==> config.mk <==
export PLATFORM = sky130hd
export DESIGN_NAME = m5_sram_arbiter
export DESIGN_NICKNAME = d
export VERILOG_FILES = /design/src/rtl/m5_sram_arbiter.sv
export SDC_FILE = /design/constraint.sdc
export NUM_CORES = 1
export LEC_CHECK = 0
export ABC_AREA = 0
export BUFFER_PORTS_ARGS = -buffer_cell sky130_fd_sc_hd__buf_2
export CORE_MARGIN = 8
export CORE_UTILIZATION = 42
export CTS_BUF_LIST = sky130_fd_sc_hd__clkbuf_4 sky130_fd_sc_hd__clkbuf_8 sky130_fd_sc_hd__clkbuf_16
export DETAILED_ROUTE_END_ITERATION = 12
export PLACE_DENSITY = 0.76
export SETUP_SLACK_MARGIN = 0.15
export SYNTH_ARGS = -nofsm -noshare
export SYNTH_HDL_FRONTEND = slang
export SYNTH_SLANG_ARGS = --single-unit
==> constraint.sdc <==
create_clock -name clk_i -period 2 [get_ports clk_i]
set_input_delay 0 -clock clk_i [delete_from_list [all_inputs] [get_ports clk_i]]
set_output_delay 0 -clock clk_i [all_outputs]
set_load 0.005 [all_outputs]
==> src/rtl/m5_sram_arbiter.sv <==
// Fixed-priority (loader > CPU > tape) sequencer for the shared 16-bit SRAM; ack in cycle N+1 (2N+1 for RMW writes).
// Define SRAM_ARB_RMW_EN for two bytes per word with read-modify-write byte stores.
module m5_sram_arbiter #(
  parameter int ACCESS_CYCLES = 2
) (
  input  logic        clk_i,
  input  logic        reset_n_i,
  input  logic        ldr_req_i,
  input  logic [21:0] ldr_addr_i,
  input  logic [7:0]  ldr_wdata_i,
  output logic        ldr_ack_o,
  input  logic        cpu_req_i,
  input  logic        cpu_we_i,
  input  logic [21:0] cpu_addr_i,
  input  logic [7:0]  cpu_wdata_i,
  output logic [7:0]  cpu_rdata_o,
  output logic        cpu_ack_o,
  output logic        cpu_wait_o,
  input  logic        tap_req_i,
  input  logic [21:0] tap_addr_i,
  output logic [7:0]  tap_rdata_o,
  output logic        tap_ack_o,
  output logic [20:0] sram_a_o,
  input  logic [15:0] sram_d_i,
  output logic [15:0] sram_d_o,
  output logic        sram_oe_o,
  output logic        sram_we_n_o,
  output logic        busy_o
);

  typedef enum logic [1:0] {IDLE, RD, WR, ACK} state_t;
  typedef enum logic [1:0] {SRC_NONE, SRC_LDR, SRC_CPU, SRC_TAP} src_t;

  localparam logic [3:0] LAST = 4'(ACCESS_CYCLES - 1);

  state_t      state, state_nxt;
  logic [3:0]  cnt, cnt_nxt;
  src_t        owner;
  logic        is_wr;
  logic        phase_end;
  logic        grant;
  src_t        g_src;
  logic        g_we;
  logic [21:0] g_addr;
  logic [7:0]  g_wdata;
  logic [20:0] g_word;
  logic [7:0]  rd_byte;

`ifdef SRAM_ARB_RMW_EN
  logic [7:0]  wbyte;
  logic        sel_hi;
  assign g_word  = g_addr[21:1];
  assign rd_byte = sel_hi ? sram_d_i[15:8] : sram_d_i[7:0];
`else
  logic        unused;
  assign g_word  = g_addr[20:0];
  assign rd_byte = sram_d_i[7:0];
  assign unused  = ^{g_addr[21], sram_d_i[15:8]};
`endif

  assign phase_end = (cnt == LAST);

  // Grant selection; acks are only ever high in ACK, so the ack mask never blocks a grant in IDLE.
  always_comb begin
    grant   = 1'b0;
    g_src   = SRC_NONE;
    g_we    = 1'b0;
    g_addr  = '0;
    g_wdata = '0;
    if (state == IDLE) begin
      if (ldr_req_i && !ldr_ack_o) begin
        grant = 1'b1; g_src = SRC_LDR; g_we = 1'b1; g_addr = ldr_addr_i; g_wdata = ldr_wdata_i;
      end else if (cpu_req_i && !cpu_ack_o) begin
        grant = 1'b1; g_src = SRC_CPU; g_we = cpu_we_i; g_addr = cpu_addr_i; g_wdata = cpu_wdata_i;
      end else if (tap_req_i && !tap_ack_o) begin
        grant = 1'b1; g_src = SRC_TAP; g_we = 1'b0; g_addr = tap_addr_i;
      end
    end
  end

  always_comb begin
    state_nxt = state;
    cnt_nxt   = cnt;
    case (state)
      IDLE: begin
        if (grant) begin
          cnt_nxt = '0;
`ifdef SRAM_ARB_RMW_EN
          state_nxt = RD;
`else
          state_nxt = g_we ? WR : RD;
`endif
        end
      end
      RD: begin
        if (phase_end) begin
          cnt_nxt   = '0;
          state_nxt = is_wr ? WR : ACK;
        end else begin
          cnt_nxt = cnt + 4'd1;
        end
      end
      WR: begin
        if (phase_end) begin
          cnt_nxt   = '0;
          state_nxt = ACK;
        end else begin
          cnt_nxt = cnt + 4'd1;
        end
      end
      ACK:     state_nxt = IDLE;
      default: state_nxt = IDLE;
    endcase
  end

  always_ff @(posedge clk_i or negedge reset_n_i) begin
    if (!reset_n_i) begin
      state <= IDLE;
      cnt   <= '0;
    end else begin
      state <= state_nxt;
      cnt   <= cnt_nxt;
    end
  end

  always_ff @(posedge clk_i or negedge reset_n_i) begin
    if (!reset_n_i) begin
      owner       <= SRC_NONE;
      is_wr       <= 1'b0;
      sram_a_o    <= '0;
      sram_d_o    <= '0;
      cpu_rdata_o <= '0;
      tap_rdata_o <= '0;
`ifdef SRAM_ARB_RMW_EN
      wbyte       <= '0;
      sel_hi      <= 1'b0;
`endif
    end else begin
      if (grant) begin
        owner    <= g_src;
        is_wr    <= g_we;
        sram_a_o <= g_word;
`ifdef SRAM_ARB_RMW_EN
        wbyte    <= g_wdata;
        sel_hi   <= g_addr[0];
`else
        if (g_we) sram_d_o <= {8'h00, g_wdata};
`endif
      end
      if (state == RD && phase_end) begin
        if (!is_wr) begin
          if (owner == SRC_CPU) cpu_rdata_o <= rd_byte;
          if (owner == SRC_TAP) tap_rdata_o <= rd_byte;
        end
`ifdef SRAM_ARB_RMW_EN
        // Merge the new byte into the word just read; the WR phase then stores it back.
        if (is_wr) sram_d_o <= sel_hi ? {wbyte, sram_d_i[7:0]} : {sram_d_i[15:8], wbyte};
`endif
      end
    end
  end

  // First WR cycle is address setup; state resets asynchronously so WE releases at once.
  assign sram_we_n_o = !(state == WR && cnt != 4'd0);
  assign sram_oe_o   = (state == WR) || (state == ACK && is_wr);
  assign busy_o      = (state != IDLE);
  assign ldr_ack_o   = (state == ACK) && (owner == SRC_LDR);
  assign cpu_ack_o   = (state == ACK) && (owner == SRC_CPU);
  assign tap_ack_o   = (state == ACK) && (owner == SRC_TAP);
  assign cpu_wait_o  = cpu_req_i && !cpu_ack_o;

endmodule

# Word-level counts from Yosys, hierarchy flattened
# Index checks and enable logic that the tools add are counted.
# classes
addsub	1
eq_ne	10
n_mux	27
n_bitwise	1
reduce_logical	24
# op_table
cell	count
two-way mux 21 bit	4
two-way mux 8 bit	3
two-way mux 2 bit	8
logical AND 1 bit	9
AND reduction 3 bit	3
equality test 2 bit (second input constant)	4
two-way mux 1 bit	8
two-way mux 4 bit	2
case mux 2 bit (4 select lines)	1
case mux 4 bit (2 select lines)	1
inequality test 2 bit (second input constant)	3
adder 4 x 1 -> 4 bit (second input constant)	1
equality test 2 x 1 -> 1 bit (second input constant)	2
equality test 4 x 1 -> 1 bit (second input constant)	1
zero test 1 bit	4
AND reduction 2 bit	2
nonzero test 2 bit	2
nonzero test 4 bit	1
zero test 2 bit	1
OR reduction 2 bit	1
logical OR 1 bit	1
NOT 1 bit	1
# totals
register_bits	54
output_inout_bits	60
wordCells	71

# Depth between registers and ports, before layout
# logic_depth
word_depth	10
ltp_mapped	7

# Worst setup path after synthesis
# OpenSTA, ideal clock, no wires.
# synth_timing
path_type	register to register
startpoint	register state[0]
endpoint	register sram_a_o[13]
setup_time_ns	0.125
arrival_time_ns	1.909
t_required_ns	1.875
path_slack_ns	-0.033
path_stages_with_launch	8
synth_period_minus_slack_ns	2.033
path_cell_list	dfrtp_1 ha_1 and3b_1 buf_6 o21a_4 nor3_4 buf_6 mux2_2
# synth_between
elab_chain_cells	8
word_cells_on_any_way	19
# synth_lines
item	line_no	source
start, declared	36	state_t state, state_nxt;
start signal, assigned	121	state <= state_nxt;
equality test 2 bit	167, 168, 169	
logical AND 1 bit	169	assign tap_ack_o = (state == ACK) && (owner == SRC_TAP);
zero test 1 bit	75	end else if (tap_req_i && !tap_ack_o) begin
logical AND 1 bit	75	
two-way mux 21 bit or two-way mux 1 bit (tied branches)	75	
two-way mux 21 bit or two-way mux 1 bit (tied branches)	73	end else if (cpu_req_i && !cpu_ack_o) begin
two-way mux 21 bit or two-way mux 1 bit (tied branches)	71	if (ldr_req_i && !ldr_ack_o) begin
two-way mux 21 bit or two-way mux 1 bit (tied branches)	70	if (state == IDLE) begin
end signal, assigned	142	sram_a_o <= g_word;
end, declared	23	output logic [20:0] sram_a_o,
# Parallel ways exist; a longest one is shown, timed or not.
# A chain may end at the register's enable or synchronous reset.

# Worst setup path in the final report
# layout_timing
startpoint	register state[0]
endpoint	register state[0]
# layout_between
elab_chain_cells	10
word_cells_on_any_way	27
# layout_lines
item	line_no
equality test 2 bit	--
logical AND 1 bit (on tied branches)	168, 169
zero test 1 bit (on tied branches)	73, 75
logical AND 1 bit (on tied branches)	73, 75
two-way mux 1 bit (on tied branches)	73, 75
two-way mux 1 bit (on tied branches)	71, 73
two-way mux 1 bit (on tied branches)	70, 71
two-way mux 2 bit or two-way mux 1 bit (tied branches)	91, 70
two-way mux 2 bit or inequality test 2 bit (tied branches)	--
case mux 2 bit (4 select lines) or AND reduction 3 bit (tied branches)	--
# Parallel ways exist; a longest one is shown, timed or not. The select of a mux whose other input is x is not followed.

==> impl_metrics.ini <==
[outcome]
outcome = finished with violations
violations = negative hold slack

[cells_and_area]
layout-drive-gt1-share_pct = 47.8
multi_input_area_um2 = 1810
final_nets = 601
area_delta_synth_final_pct = 42.4
ff_latch_area_um2 = 1360
final_cell_area_um2 = 4700
nFillCells = 650
utilization_pct = 61.1

[route]
m1WireLength_um = 4550
drc_errors = 0
route.vias.total = 3374
drtAntennaViolNets = 0
drtIter0Drc = 157
route.met3.wl_um = 1210
top_layer_used = met4
viasPerCell = 5.65
dr.pass1.iters = 4
routed_wirelength_um = 11600
wl_per_cell_um = 19.4
wl_met2_um = 5720

[floorplan]
die_w_um = 105
row_count = 32
ios = 164
start_util_pct = 42.9
die-area_um2 = 10900
die_y_um = 105
core_um2 = 7690

[global_routing]
grt_max_degree = 55
overflow = 0
grt_pass1_vias = 3622
grt_usage_pct = 20.4
grt_pass1_wl_um = 18600
antenna_found_initial = 0

[critical_path]
crit_arrival_ps = 2150
critPathRequiredTime_ps = 2200
start_kind = register
worst-setup-path-type = reg -> reg
endpoint_kind = register
cp_max_fo = 4

[clocking]
worstSkewPairLatency_ps = 310
cts_sinks = 54
cts_buffers = 5
clockBufferDepth = 2
htree_levels = 2
clockRootBuffer = clkbuf_8
cts_tree = yes
cts.clk_slew.worst_paths_ps = 90

[sta]
rsz0062_at_grt = yes
layout_min_cycle_time_ps = 1950
drv_slew = 0
setup_viol = 0
clock_skew_ps = 8.76
holdWs_ps = -3.51
fin_crit_sh_pct = 97.4
fin_ws_ps = 52.0
hold_viol_final = 1
fmax_ghz = 0.513

[pwr]
p_leak_nw = 2.26
clockPowerShare_pct = 13.0
intPower_w = 0.00369
sw_frac_of_total_pct = 37.0
vdd_drop_max_mv = 0.767
pwr-share-seq_pct = 32.3
p_sw_w = 0.00216
combPwrFrac_pct = 54.6
p_per_area_nw_per_um2 = 1250

[worst_hold_path]
hp-class = in -> reg

[synthesis]
ys_async_sr_fraction_pct = 100
ys_warn_count = 0
synth-seq-cells = 54
ys_top_cells_by_count = dfrtp_1 (54), o21ai_0 (30), mux2_2 (27)
synth_edf_count = 0
yosysTopAreaCellShare_pct = 41.0
synth_area_um2 = 3300
yosys.area.top_type = dfrtp_1
yosysUniqueCellTypes = 49
yosysSeqAreaShare_pct = 41.0
synthCells = 318
synth_area_per_cell_um2 = 10.4
ys.flop_type = dfrtp_1
yosysMostFrequentCell = dfrtp_1
synth_area_leaders = dfrtp_1 (41%), mux2_2 (9.2%), a22o_1 (5.8%)

[place]
dp.final_hpwl_um = 8240
dpl-instance-area_um2 = 4220
place_ws_ps = 22.2
place.gp.congestion = 0.914
portBuffers = 144

[run]
max_cap_viol_count = 0
## worst max-delay path, stage by stage, from the launching register on
cell     delay [ps]
dfrtp_2         450
ha_4            170
and3b_1         210
buf_4           160
a32o_2          270
or3_4           340
a22o_1          240
## sequential cells by signal, indices dropped and copies added (netlist names)
name and flops:
sram_a_o 21, cpu_rdata_o 8, sram_d_o 8, tap_rdata_o 8, cnt 4, owner 2
state 2, is_wr 1
## cells in the final DEF (no fill, tap or decap), types with 9 or more instances in the layout
| master | netlist | final |
|---|---|---|
| a2bb2oi_1 | 21 | 21 |
| nand2_1 | 13 | 13 |
| mux2_1 | 10 | 9 |
| dfrtp_1 | 54 | 51 |
| a22o_1 | 22 | 22 |
| dlygate4sd3_1 | 0 | 18 |
| buf_2 | 5 | 144 |
| mux2_2 | 27 | 27 |
| o21ai_0 | 30 | 30 |
| buf_4 | 8 | 27 |
| o211ai_1 | 21 | 21 |
## kinds of logic after synthesis
kind of cell               after synthesis  share of synthesized area, %
DFF                                     54                          41.0
buffers and inverters                   46                          7.02
adders and majority gates                4                          1.52
other                                    1                         0.114
muxes                                   38                          12.9
and+or+nand+nor                         43                          7.55
AOI/OAI and AO/OA                      132                          29.9
## stage by stage
| step | hold slack, ps | setup TNS, ps | std cells | total power (W) |
|---|---|---|---|---|
| after floorplan | -296 | -375 | 325 | 0.00352 |
| after global placement | 15.6 | 0 | 561 | 0.00459 |
| after detailed placement | 22.1 | 0 | 561 | 0.00470 |
| after CTS | 0.655 | 0 | 592 | 0.00572 |
| after global routing | 17.6 | 0 | 596 | 0.00628 |
| final | -3.51 | 0 | 597 | 0.00585 |
## power groups by stage
| stage | combinational (W) | sequential [W] | clock [W] |
|---|---|---|---|
| final | 0.00320 | 0.00189 | 0.000762 |
| after global routing | 0.00349 | 0.00196 | 0.000823 |
| after CTS | 0.00306 | 0.00188 | 0.000774 |
| after detailed placement | 0.00280 | 0.00190 | 0 |
| after global placement | 0.00273 | 0.00187 | 0 |
| after floorplan | 0.00163 | 0.00189 | 0 |
## worst paths after layout
path | from | endpoint | slack [ps] | depth (start not counted)
max in group asynchronous | reset_n_i | state[0]$_DFFE_PN0P_ | 1520 | 3
worst min register to register | sram_d_o[4]$_DFFE_PN0P_ | sram_d_o[4]$_DFFE_PN0P_ | 480 | 2
worst max register to register | state[0]$_DFFE_PN0P_ | state[0]$_DFFE_PN0P_ | 50 | 6
min in group asynchronous | reset_n_i | sram_a_o[13]$_DFFE_PN0P_ | 210 | 3
worst min-delay path | ldr_wdata_i[6] | sram_d_o[6]$_DFFE_PN0P_ | -4 | 3
worst max-delay path | state[0]$_DFFE_PN0P_ | state[0]$_DFFE_PN0P_ | 50 | 6
## per-layer routing
layer | GRT usage [%] | up-vias
li1 | - | 1553
met1 | 23.7 | 1666
met2 | 35.2 | 146
met3 | 7.62 | 9
met4 | 3.98 | 0
met5 | 0 | -
## area by class of cell
| class | instances | area share (%) |
|---|---|---|
| multi-input combinational | 225 | 38.6 |
| clock inverter | 1 | 0.639 |
| tap | 102 | 2.72 |
| timing repair buffer | 198 | 26.7 |
| antenna | 1 | 0.0533 |
| inverter | 9 | 0.719 |
| clock buffer | 7 | 1.78 |
| sequential | 54 | 28.8 |
## timing repair
item / in CTS / in global routing
gates cloned: 1 / 1
setup endpoints to repair: 41 / 44
gates resized for setup: 9 / 11
hold buffers: 18 / 0
endpoints found under the hold margin: 78 / 0
setup buffers: 4 / 3
pin swaps: 2 / 0
(Power assumes the default switching activity.)
